File: config.mk
export PLATFORM = sky130hd
export DESIGN_NAME = tdm_frame_converter
export DESIGN_NICKNAME = d
export VERILOG_FILES = /design/src/rtl/tdm_frame_converter.sv
export SDC_FILE = /design/constraint.sdc
export NUM_CORES = 1
export LEC_CHECK = 0
export ABC_AREA = 1
export BUFFER_PORTS_ARGS = -buffer_cell sky130_fd_sc_hd__buf_2
export CORE_MARGIN = 10
export CORE_UTILIZATION = 30
export DETAILED_ROUTE_END_ITERATION = 6
export SLEW_MARGIN = 20
export SYNTH_ARGS = -nofsm -noshare
export SYNTH_HDL_FRONTEND = slang
export SYNTH_SLANG_ARGS = --single-unit
export TNS_END_PERCENT = 30
File: constraint.sdc
create_clock -name clk50 -period 1.35 [get_ports clk50]
set_input_delay 0.2025 -clock clk50 [delete_from_list [all_inputs] [get_ports clk50]]
set_output_delay 0.2025 -clock clk50 [all_outputs]
set_load 0.02 [all_outputs]
File: src/rtl/tdm_frame_converter.sv
// ST-bus style TDM frame converter: serialises/deserialises CHANNELS x WIDTH
// bit frames, double-buffered behind a host register port with frame interrupt.
module tdm_frame_converter #(
  parameter int CHANNELS = 4,
  parameter int WIDTH    = 8,
  parameter int BIT_DIV  = 2,
  parameter int AW       = 6
) (
  input  logic             clk50,
  input  logic             reset_n,
  input  logic             f0,
  input  logic             c4,
  input  logic             data_from_dt,
  output logic             data_to_dt,
  input  logic             select,
  input  logic [AW-1:0]    host_addr,
  input  logic             host_we,
  input  logic [WIDTH-1:0] host_wdata,
  output logic [WIDTH-1:0] host_rdata,
  output logic             cpu_int
);

  localparam int NBITS = CHANNELS * WIDTH;
  localparam int BW    = $clog2(NBITS);
  localparam int DW    = $clog2(BIT_DIV) + 1;
  localparam int CW    = (CHANNELS > 1) ? $clog2(CHANNELS) : 1;
  localparam logic [BW-1:0] BIT_LAST = BW'(NBITS - 1);
  localparam logic [DW-1:0] DIV_LAST = DW'(BIT_DIV - 1);
  localparam logic [AW-1:0] STAT_ADDR = AW'(CHANNELS);

  typedef enum logic [1:0] {S_IDLE, S_ACTIVE, S_DONE} state_t;

  state_t r_state, w_state_nxt;

  logic [2:0]       r_f0_sr, r_c4_sr;
  logic [1:0]       r_d_sr;
  logic             w_f0_fall, w_c4_rise, w_c4_fall, w_din;
  logic             w_load, w_short, w_adv, w_sample, w_done;

  logic [NBITS-1:0] r_tx_shift, r_rx_work, w_tx_flat;
  logic [BW-1:0]    r_bit_cnt, w_rx_idx;
  logic [DW-1:0]    r_div_cnt;

  logic [CHANNELS-1:0][WIDTH-1:0] r_tx_stage, r_tx_active, r_rx_hold, w_rx_slots;

  logic             r_cpu_int, r_overrun, r_frame_err;
  logic [WIDTH-1:0] r_rdata;
  logic [CW-1:0]    w_slot;
  logic             w_addr_slot, w_addr_stat;
  logic [2:0]       w_w1c;

  // f0/c4/data share the same synchroniser depth so data stays aligned to c4
  always_ff @(posedge clk50 or negedge reset_n) begin
    if (!reset_n) begin
      r_f0_sr <= '1;
      r_c4_sr <= '0;
      r_d_sr  <= '0;
    end else begin
      r_f0_sr <= {r_f0_sr[1:0], f0};
      r_c4_sr <= {r_c4_sr[1:0], c4};
      r_d_sr  <= {r_d_sr[0], data_from_dt};
    end
  end

  assign w_f0_fall =  r_f0_sr[2] & ~r_f0_sr[1];
  assign w_c4_rise = ~r_c4_sr[2] &  r_c4_sr[1];
  assign w_c4_fall =  r_c4_sr[2] & ~r_c4_sr[1];
  assign w_din     =  r_d_sr[1];

  // Slot 0 travels first, so it sits at the MSB end of the serial vectors
  for (genvar c = 0; c < CHANNELS; c++) begin : g_map
    assign w_tx_flat[(CHANNELS-1-c)*WIDTH +: WIDTH] = r_tx_active[c];
    assign w_rx_slots[c] = r_rx_work[(CHANNELS-1-c)*WIDTH +: WIDTH];
  end

  always_ff @(posedge clk50 or negedge reset_n) begin
    if (!reset_n) r_state <= S_IDLE;
    else          r_state <= w_state_nxt;
  end

  always_comb begin
    w_state_nxt = r_state;
    w_load      = 1'b0;
    w_short     = 1'b0;
    w_adv       = 1'b0;
    w_sample    = 1'b0;
    w_done      = 1'b0;
    case (r_state)
      S_IDLE: begin
        if (w_f0_fall) begin
          w_load      = 1'b1;
          w_state_nxt = S_ACTIVE;
        end
      end
      S_ACTIVE: begin
        if (w_f0_fall) begin
          w_load  = 1'b1;
          w_short = 1'b1;
        end else begin
          w_adv    = w_c4_fall;
          w_sample = w_c4_rise && (r_div_cnt == DIV_LAST);
          if (w_sample && (r_bit_cnt == BIT_LAST)) w_state_nxt = S_DONE;
        end
      end
      S_DONE: begin
        w_done      = 1'b1;
        w_state_nxt = S_IDLE;
      end
      default: w_state_nxt = S_IDLE;
    endcase
  end

  assign w_rx_idx   = BIT_LAST - r_bit_cnt;
  assign data_to_dt = (r_state == S_ACTIVE) ? r_tx_shift[NBITS-1] : 1'b1;

  always_ff @(posedge clk50 or negedge reset_n) begin
    if (!reset_n) begin
      r_tx_shift <= '0;
      r_rx_work  <= '0;
      r_bit_cnt  <= '0;
      r_div_cnt  <= '0;
    end else begin
      if (w_load) begin
        r_tx_shift <= w_tx_flat;
        r_bit_cnt  <= '0;
        r_div_cnt  <= '0;
      end else if (w_adv) begin
        if (r_div_cnt == DIV_LAST) begin
          r_tx_shift <= {r_tx_shift[NBITS-2:0], 1'b0};
          r_bit_cnt  <= r_bit_cnt + BW'(1);
          r_div_cnt  <= '0;
        end else begin
          r_div_cnt  <= r_div_cnt + DW'(1);
        end
      end
      if (w_sample) r_rx_work[w_rx_idx] <= w_din;
    end
  end

  assign w_slot      = host_addr[CW-1:0];
  assign w_addr_slot = (host_addr < STAT_ADDR);
  assign w_addr_stat = (host_addr == STAT_ADDR);
  assign w_w1c       = (host_we && w_addr_stat) ? host_wdata[2:0] : 3'b000;

  // Staging writes in the DONE cycle miss the copy (NBA reads the old value)
  always_ff @(posedge clk50 or negedge reset_n) begin
    if (!reset_n) begin
      r_tx_stage  <= '0;
      r_tx_active <= '0;
      r_rx_hold   <= '0;
      r_cpu_int   <= 1'b0;
      r_overrun   <= 1'b0;
      r_frame_err <= 1'b0;
      r_rdata     <= '0;
    end else begin
      if (host_we && w_addr_slot) r_tx_stage[w_slot] <= host_wdata;
      if (w_done) begin
        r_rx_hold   <= w_rx_slots;
        r_tx_active <= select ? w_rx_slots : r_tx_stage;
      end
      r_cpu_int   <= (r_cpu_int   & ~w_w1c[0]) | w_done;
      r_overrun   <= (r_overrun   & ~w_w1c[1]) | (w_done & r_cpu_int);
      r_frame_err <= (r_frame_err & ~w_w1c[2]) | w_short;
      if (w_addr_slot)      r_rdata <= r_rx_hold[w_slot];
      else if (w_addr_stat) r_rdata <= {{(WIDTH-3){1'b0}}, r_frame_err, r_overrun, r_cpu_int};
      else                  r_rdata <= '0;
    end
  end

  assign host_rdata = r_rdata;
  assign cpu_int    = r_cpu_int;

endmodule
Word-level counts from Yosys, hierarchy flattened

Cells that the tools add are included.

Add/sub/neg operators: 3
Magnitude comparators: 5
Eq/ne operators: 8
Mux-type cells: 34
Bitwise gates (word level): 16
Reduce and logical (&&, ||, !) cells: 12

Operators by type and width:

| operator                                                          | count |
|---|---|
| two-way mux 32 bit                                                | 4 |
| bitwise mux 32 bit                                                | 2 |
| two-way mux 8 bit                                                 | 3 |
| binary-select mux 8 bit (select 2 bit)                            | 1 |
| demux 8 bit (select 2 bit)                                        | 1 |
| two-way mux 5 bit                                                 | 3 |
| two-way mux 2 bit                                                 | 6 |
| two-way mux 1 bit                                                 | 10 |
| AND 1 bit                                                         | 7 |
| == test 6 x 3 -> 1 bit, second input constant                     | 1 |
| logical AND 1 bit                                                 | 6 |
| less-than comparator 5 x 6 -> 1 bit, second input constant        | 1 |
| less-than comparator 6 x 3 -> 1 bit, second input constant        | 1 |
| two-way mux 3 bit                                                 | 2 |
| inequality test 2 bit, second input constant                      | 3 |
| inverter 1 bit                                                    | 6 |
| adder 5 x 1 -> 5 bit, second input constant                       | 1 |
| demux 1 bit (select 5 bit)                                        | 1 |
| == test 5 bit, second input constant                              | 1 |
| greater-or-equal comparator 5 x 1 -> 1 bit, second input constant | 1 |
| subtractor 5 bit, first input constant                            | 1 |
| == test 2 x 1 -> 1 bit, second input constant                     | 2 |
| one-hot mux 2 bit (2 select lines)                                | 1 |
| nonzero test 2 bit                                                | 2 |
| 9 further kinds                                                   | 11 |

Flip-flop bits (word level): 188
Bits of input ports: 21
Output and inout bits: 10
Logic and storage cells: 102

Depth between registers and ports, before layout

Gate-level depths: netlist of run 1.

Depth in word-level cells: 7
Gate-level depth with buffers: 9
Mapped depth without buffers: 8

Worst setup path after synthesis of run 1

Ideal clock, no wire load.

Path type: reg2reg
Start point: register r_bit_cnt[0]
End point: register r_bit_cnt[4]
Setup time: 0.118 ns
Arrival: 1.272 ns
Slack: -0.040 ns
Stages on the path, launching flop included: 7
Clock period less this slack: 1.390 ns
Cells stage by stage: dfrtp_1 > ha_1 > clkinv_1 > nor3_1 > ha_1 > nand2_1 > nand2_1

Longest elaborated chain between the ends: 4

Ends and longest elaborated chain:

| item                     | RTL line | text |
|---|---|---|
| start: declaration       | 41       | `logic [BW-1:0] r_bit_cnt, w_rx_idx;` |
| start signal: assignment | 130      | `r_bit_cnt <= r_bit_cnt + BW'(1);` |
| adder 5 x 1 -> 5 bit     | 130      |  |
| two-way mux 5 bit        | 128      | `if (r_div_cnt == DIV_LAST) begin` |
| two-way mux 5 bit        | 127      | `end else if (w_adv) begin` |
| two-way mux 5 bit        | 123      | `if (w_load) begin` |

Every way passes these cells. The select of a mux whose other input is x is not followed.
A chain may end at the register's enable or synchronous reset.

Worst setup path in the final report of run 1

Start point: register r_f0_sr[1]
End point: register r_rx_work[9]

Longest elaborated chain between the ends: 4

Ends and longest elaborated chain:

| item                           | RTL line | text |
|---|---|---|
| start: declaration             | 35       | `logic [2:0] r_f0_sr, r_c4_sr;` |
| start signal: assignment       | 59       | `r_f0_sr <= {r_f0_sr[1:0], f0};` |
| inverter 1 bit                 | 65       | `assign w_f0_fall = r_f0_sr[2] & ~r_f0_sr[1];` |
| AND 1 bit                      | 65       |  |
| two-way mux 1 bit              | 96       | `if (w_f0_fall) begin` |
| two-way mux 1 bit              | 88       | `case (r_state)` |
| end signal: indexed assignment | 136      | `if (w_sample) r_rx_work[w_rx_idx] <= w_din;` |
| end: declaration               | 40       | `logic [NBITS-1:0] r_tx_shift, r_rx_work, w_tx_flat;` |

Every way passes these cells.

==> results_dict.tcl, run 1 <==
set metrics [dict create \
    fmax_mhz 634 \
    design_area_um2 11200 \
    finalCritPeriodShare 1.17 \
    grt_pass1_vias 7224 \
    area_delta_synth_final_pct 27.6 \
    hold_viol 0 \
    powerDensity_nw_per_um2 1240 \
    cts_buffers 17 \
    cts_sinks 188 \
    critPathKind "reg2reg" \
    start_util 0.305 \
    crit_fanout 5 \
    dp_cells 1490 \
    synth-seq-cells 188 \
    startpoint "r_f0_sr[1]" \
    rr_startpoint "r_f0_sr[1]" \
    ant_nets 0 \
    gr-total-overflow 0 \
    grt_max_degree 66 \
    hpwl_um 15500 \
    drc 0 \
    cp_top_family "flip-flops" \
    timing.rr.end "r_rx_work[9]" \
    ioPinCount 31 \
    grt_util_all_layers 0.136 \
    syn-num-nets 1119 \
    timing.slew.headroom 0.758 \
    start_kind "register" \
    fin_ws_ns -0.226 \
    htree_levels 4 \
    vias_per_cell 4.82 \
    synthCells 1093 \
    drt-initial-drc-count 621 \
    n_fill_cell 2846 \
    first_pass_iters 5 \
    maxCapViolCount 0 \
    finalSetupViolations 72 \
    worst_slew_pin_slew_ns 0.363 \
    violations "negative setup slack" \
    antenna_found_initial 0 \
    peakVddDrop_uv 940 \
    syn-cell-area_um2 8770 \
    rsz0062_at_grt "true" \
    die_w_um 191 \
    worst_setup_hold_path_clk_slew_ns 0.07 \
    fp.dieH_um 191 \
    p_leak_uw 0.00547 \
    antenna_cells 0 \
    num_vias 7499 \
    skew_ns 0.00972 \
    slowest_stage "dfstp_2" \
    yosysUniqueCellTypes 24 \
    yosysSeqAreaShare 0.537 \
    clock_path_buffers 2 \
    fin_nets 1186 \
    r2r_slack_ns -0.23 \
    cp.required_ns 1.67 \
    insertion_delay_ns 0.43 \
    cp_cell_sequence "inv_2, nand2_2, nand2_2, nor2_4, buf_12, buf_12, buf_12, nand3_2, nand2_2, nand2_2" \
    crit_top_cell "nand2_2" \
    coreArea_um2 28800 \
    grt_pass1_wl_um 39600 \
    avgSynthCellArea_um2 8.02 \
    end_kind "register" \
    ys_warn_count 0 \
    cts_tree "done" \
    reg2reg_depth 10 \
    dieArea_um2 36500 \
    wl_um 24800 \
    synth_edf_count 0 \
    stdcell_count 1557 \
    root_buffer "clkbuf_16" \
    io_buffer_count 30 \
    worstPathArrival_ns 1.90 \
    holdWs_ns 0.0727 \
    async_flop_share 1.00 \
    gp_congestion 0.809 \
    cp_num_cells 10 \
    hp-class "in2reg" \
    layout-drive-gt1-share 0.181 \
    slew_viol_final 0 \
    endpoint "r_rx_work[9]" \
    post_dp_cell_area_um2 9650 \
    rows 62 \
    worst-path-buf-inv 4 \
    wire_per_inst_um 15.9 \
    status "finished, violations left" \
    slowest_delay_ns 0.55 \
    ys.flop_type "dfrtp_1" \
    period_minus_slack_ns 1.58 \
]
## cells by family (layout without fill, tap and decap cells)
logic type               after synthesis  after routing  share of synthesized area
AND/OR/NAND/NOR                      695            695                      0.335
flip-flops                           188            188                      0.537
buffers and inverters                131            211                     0.0696
AO/OA/AOI/OAI                         74             74                     0.0514
adder cells (fa/ha/maj)                5              5                    0.00714
## cell type report
type                    instances  area [µm²]  area share
inverters                      67         258      0.0230
clock buffers                  23         498      0.0445
repair buffers                112        1440       0.128
clock inverters                 9         156      0.0140
flip-flops and latches        188        4710       0.421
well taps                     384         480      0.0430
multi-input cells             774        3650       0.326
## metrics by stage
step | setup TNS (ns) | total power [µW] | setup WS, ns | utilization
after floorplan | 0 | 7360 | 0.00253 | -
after CTS | -8.61 | 13900 | -0.263 | 0.382
after global routing | -15.68 | 14500 | -0.300 | 0.389
after global placement | -3.10 | 7960 | -0.0672 | 0.335
after detailed placement | -4.89 | 7990 | -0.0954 | 0.335
final | -9.84 | 13900 | -0.226 | 0.389
## timing repair
action                     4_1_cts  5_1_grt
buffers inserted                13        4
gates resized for setup         64       29
setup endpoints to repair       70      124
hold endpoints to repair       188        0
pin swaps                       34       27
gates cloned                    12        4
hold buffers                     4        0
## layer usage
metal	routed length, µm	up-vias	GRT usage
met3	1110	26	0.0233
met5	0	-	0
met2	12100	178	0.217
met4	388	0	0.0415
met1	11200	3633	0.183
li1	-	3662	-
## state kept, by name (all words and copies together), names as in the netlist
signal       flops
r_d_sr           2
r_tx_active     32
r_rx_hold       32
r_state          2
r_tx_shift      32
r_bit_cnt        5
r_overrun        1
host_rdata       8
r_rx_work       32
r_c4_sr          3
cpu_int          1
r_f0_sr          3
r_div_cnt        2
r_frame_err      1
r_tx_stage      32
## tightest hold or removal path: stages
cell	delay (ns)
buf_2	0.14
nand3_1	0.08
nand2_1	0.05
## power breakdown
part / internal [µW] / switching (µW)
Combinational: 805 / 1160
Clock: 3360 / 2200
Sequential: 6060 / 298
## cell usage in the layout (no fill, tap or decap), types with 2 or more instances in the layout
master	n
nand2_1	449
dfrtp_1	185
nand3_1	100
inv_1	56
nand4_1	44
nor2_1	39
o21ai_1	36
o211ai_1	32
buf_4	29
buf_2	28
buf_12	27
nand2_2	24
clkbuf_16	21
nand3_2	16
buf_16	10
nor2_4	9
inv_2	7
buf_6	7
clkbuf_8	6
and2_1	5
o21ai_0	5
nor2_2	4
ha_1	4
bufinv_16	4
dlygate4sd3_1	4
clkinv_2	3
nand2_4	3
dfstp_2	3
inv_4	2
clkinv_4	2
buf_8	2
## how the worst min path moves through the flow
stage	slack [ns]	depth (start not counted)	start	to
after CTS	0.05	3	host_wdata[4]	r_tx_stage[12]
final	0.07	3	host_wdata[3]	r_tx_stage[11]
after floorplan	-0.09	0	reset_n	cpu_int
after global placement	0.08	1	reset_n	r_tx_shift[5]
after global routing	0.06	3	host_wdata[4]	r_tx_stage[12]
after detailed placement	0.07	1	reset_n	r_tx_shift[5]
## Yosys cell counts (6+ instances only)
| library cell | n | share of area |
|---|---|---|
| clkbuf_1 | 11 | 0.0047 |
| buf_2 | 26 | 0.015 |
| buf_1 | 6 | 0.0026 |
| nand4_1 | 44 | 0.031 |
| buf_4 | 19 | 0.016 |
| o21ai_1 | 31 | 0.018 |
| dfrtp_1 | 185 | 0.53 |
| nor2_1 | 43 | 0.018 |
| inv_2 | 7 | 0.0030 |
| nand3_1 | 116 | 0.066 |
| nand2_1 | 475 | 0.20 |
| o21ai_0 | 11 | 0.0063 |
| nor2_4 | 6 | 0.0077 |
| o211ai_1 | 32 | 0.027 |
| inv_1 | 58 | 0.025 |
No activity file was read; power rests on OpenSTA's default activity.
==> run 2, diff against run 1 <==
ABC_AREA = not set   (was 1)
==> run 2 against run 1 <==
Compared with the run above:
- the flow still finishes with violations (negative setup slack)
- total power fell by 13%
- routed wire length fell by 22%
- synthesized area is 8.2% lower
- maximum frequency shrank 6.5%
- combinational power is 41% lower
- non-clock buffer count shrank 21
- register-to-register slack got worse by 0.11 ns
==> results_dict.tcl, run 2 <==
set metrics [dict create \
    status "finished, violations left" \
    violations "negative setup slack" \
    rsz0062_at_grt "true" \
    r2r_slack_ns -0.34 \
    async_flop_share 1.00 \
    timing.rr.end "r_rx_work[13]" \
    finalCritPeriodShare 1.25 \
    combPwrFrac 0.095 \
    first_pass_iters 5 \
    htree_levels 4 \
    powerDensity_nw_per_um2 1220 \
    cts_buffers 17 \
    grt_max_degree 65 \
    layout_commonest_cell "dfrtp_1" \
    vias_per_cell 4.85 \
    crit_fanout 16 \
    layout-drive-gt1-share 0.278 \
    cts_tree "done" \
    gp_congestion 0.776 \
    period_minus_slack_ns 1.69 \
    finalSetupViolations 72 \
    n_fill_cell 2540 \
    synth_edf_count 0 \
    ys_top_cells_by_area "dfrtp_1, nand2_1, mux2_2" \
    ant_nets 0 \
    drc 0 \
    ioPinCount 31 \
    worst_setup_hold_path_clk_slew_ns 0.07 \
    power_uw 12000 \
    netSwitchingPower_uw 3210 \
    gr-usage-met2 0.187 \
    reg2reg_depth 5 \
    slew_viol_final 0 \
    insertion_delay_ns 0.44 \
    grt_util_all_layers 0.116 \
    fp.dieH_um 184 \
    p_int_uw 8830 \
    ys.flop_type "dfrtp_1" \
    fin_ws_ns -0.337 \
    timing.slew.headroom 0.721 \
    io_buffer_count 30 \
    hold_start "host_wdata[7]" \
    clkPwrFrac 0.409 \
    fmax_mhz 593 \
    coreArea_um2 26200 \
    synth-seq-cells 188 \
    start_util 0.307 \
    gr-total-overflow 0 \
    clock_path_buffers 2 \
    grtUsageMet1 0.150 \
    design_area_um2 9840 \
    skew_ns 0.0147 \
    p_leak_uw 0.00486 \
    grt_busiest_layer "met2" \
    worstPathArrival_ns 2.01 \
    grt_pass1_wl_um 30700 \
    dp_cells 1077 \
    synthTopCellsByCount "dfrtp_1, nand2_1, mux2_2, nand3_1, o21ai_0" \
    hold_viol 0 \
    start_kind "register" \
    peakVddDrop_uv 676 \
    wl_um 19400 \
    syn-cell-area_um2 8050 \
    cts_sinks 188 \
    ys_warn_count 0 \
    root_buffer "clkbuf_16" \
    fin_nets 798 \
    synth_most_common_cell "dfrtp_1" \
    yosysUniqueCellTypes 43 \
    yosysSeqAreaShare 0.585 \
    syn-num-nets 737 \
    drt-initial-drc-count 427 \
    antenna_found_initial 1 \
    wire_per_inst_um 17.3 \
    hpwl_um 13000 \
    worst_slew_pin_slew_ns 0.419 \
    num_vias 5440 \
    hp-class "in2reg" \
    synth_area_leader_cell "dfrtp_1" \
    rr_startpoint "r_f0_sr[1]" \
    grt_pass1_vias 5511 \
    yosysTopAreaCellShare 0.575 \
    switching_share 0.267 \
    min_to "r_tx_stage[31]" \
    die_w_um 184 \
    post_dp_cell_area_um2 8940 \
    min_path_cells 2 \
    dieArea_um2 33800 \
    seq_power_share 0.495 \
    rows 59 \
    synthCells 711 \
    final_cell_mix "dfrtp_1, nand2_1, buf_4" \
    end_kind "register" \
    grt_use_met3 0.0296 \
    avgSynthCellArea_um2 11.3 \
    stdcell_count 1121 \
    cp.required_ns 1.68 \
    critPathKind "reg2reg" \
    maxCapViolCount 0 \
    area_delta_synth_final_pct 22.2 \
]
[run 2: changes by cell type in the layout (fill, tap and decap cells not counted), moves of 32 or more]
cell      delta
nand3_1     -71
o211ai_1    -32
nand2_1    -313
mux2i_1     +33
nor2_1      -33
mux2_2      +39
o21ai_1     -34
nand4_1     -43
[run 2: metal layers]
metal	part of all wire	up-vias
met5	0	-
met4	0.010	0
met3	0.040	13
met2	0.48	100
met1	0.47	2770
li1	-	2557
[run 2: worst max-delay path, cell delays in order, from the launching register on]
cell       delay [ns]
dfstp_2          0.53
nand2b_4         0.11
and4b_4          0.32
clkbuf_16        0.20
nand3_1          0.09
mux2_4           0.32
[run 2: area by class of cell]
cell class,count,area (µm²),area share
diodes,1,2.50,0.000254
repair buffers,91,843,0.0857
multi-input cells,439,3150,0.320
inverters,35,131,0.0134
well taps,335,419,0.0426
clock buffers,17,425,0.0433
flip-flops and latches,188,4710,0.479
clock inverters,15,155,0.0158
[run 2: timing repair]
action,in CTS,in global routing
endpoints found under the setup margin,72,99
hold buffers,4,0
cloned,0,3
hold endpoints to repair,38,0
setup buffers,3,1
pin swaps,1,3
resized for setup,12,32
[run 2: cell families after synthesis]
kind of cell / after synthesis / synth area share
AOI/OAI and AO/OA: 107 / 0.0746
xor gates and xnor gates: 2 / 0.00218
adders and majority gates: 5 / 0.00777
buffers and inverters: 84 / 0.0468
DFF: 188 / 0.585
muxes: 105 / 0.153
and+or+nand+nor: 220 / 0.130
[run 2: how the worst max path moves through the flow]
stage                     startpoint  slack [ns]            end
after CTS                 r_f0_sr[1]       -0.28   r_rx_work[9]
after global routing      r_f0_sr[1]       -0.39  r_rx_work[13]
after detailed placement  r_state[0]       -0.29  r_rx_work[28]
after floorplan           r_f0_sr[1]       -0.25  r_rx_work[28]
final                     r_f0_sr[1]       -0.34  r_rx_work[13]
after global placement    r_f0_sr[1]       -0.26  r_rx_work[18]
[run 2: power by group through the flow]
| stage | Sequential (µW) | Combinational [µW] | Clock (µW) |
|---|---|---|---|
| after floorplan | 6040 | 524 | 0 |
| after global placement | 6060 | 1010 | 0 |
| after detailed placement | 6070 | 1020 | 0 |
| after CTS | 5960 | 1090 | 5040 |
| after global routing | 5980 | 1250 | 5310 |
| final | 5960 | 1150 | 4930 |
[run 2: metrics by stage]
step / utilization / hold slack [ns] / setup TNS (ns) / worst slack (ns)
floorplan: - / -0.0931 / -10.08 / -0.249
global placement: 0.341 / 0.161 / -18.50 / -0.261
detailed placement: 0.341 / 0.163 / -21.17 / -0.290
CTS: 0.368 / 0.0457 / -14.18 / -0.281
global route: 0.375 / 0.0518 / -22.07 / -0.390
finish: 0.375 / 0.0608 / -17.24 / -0.337
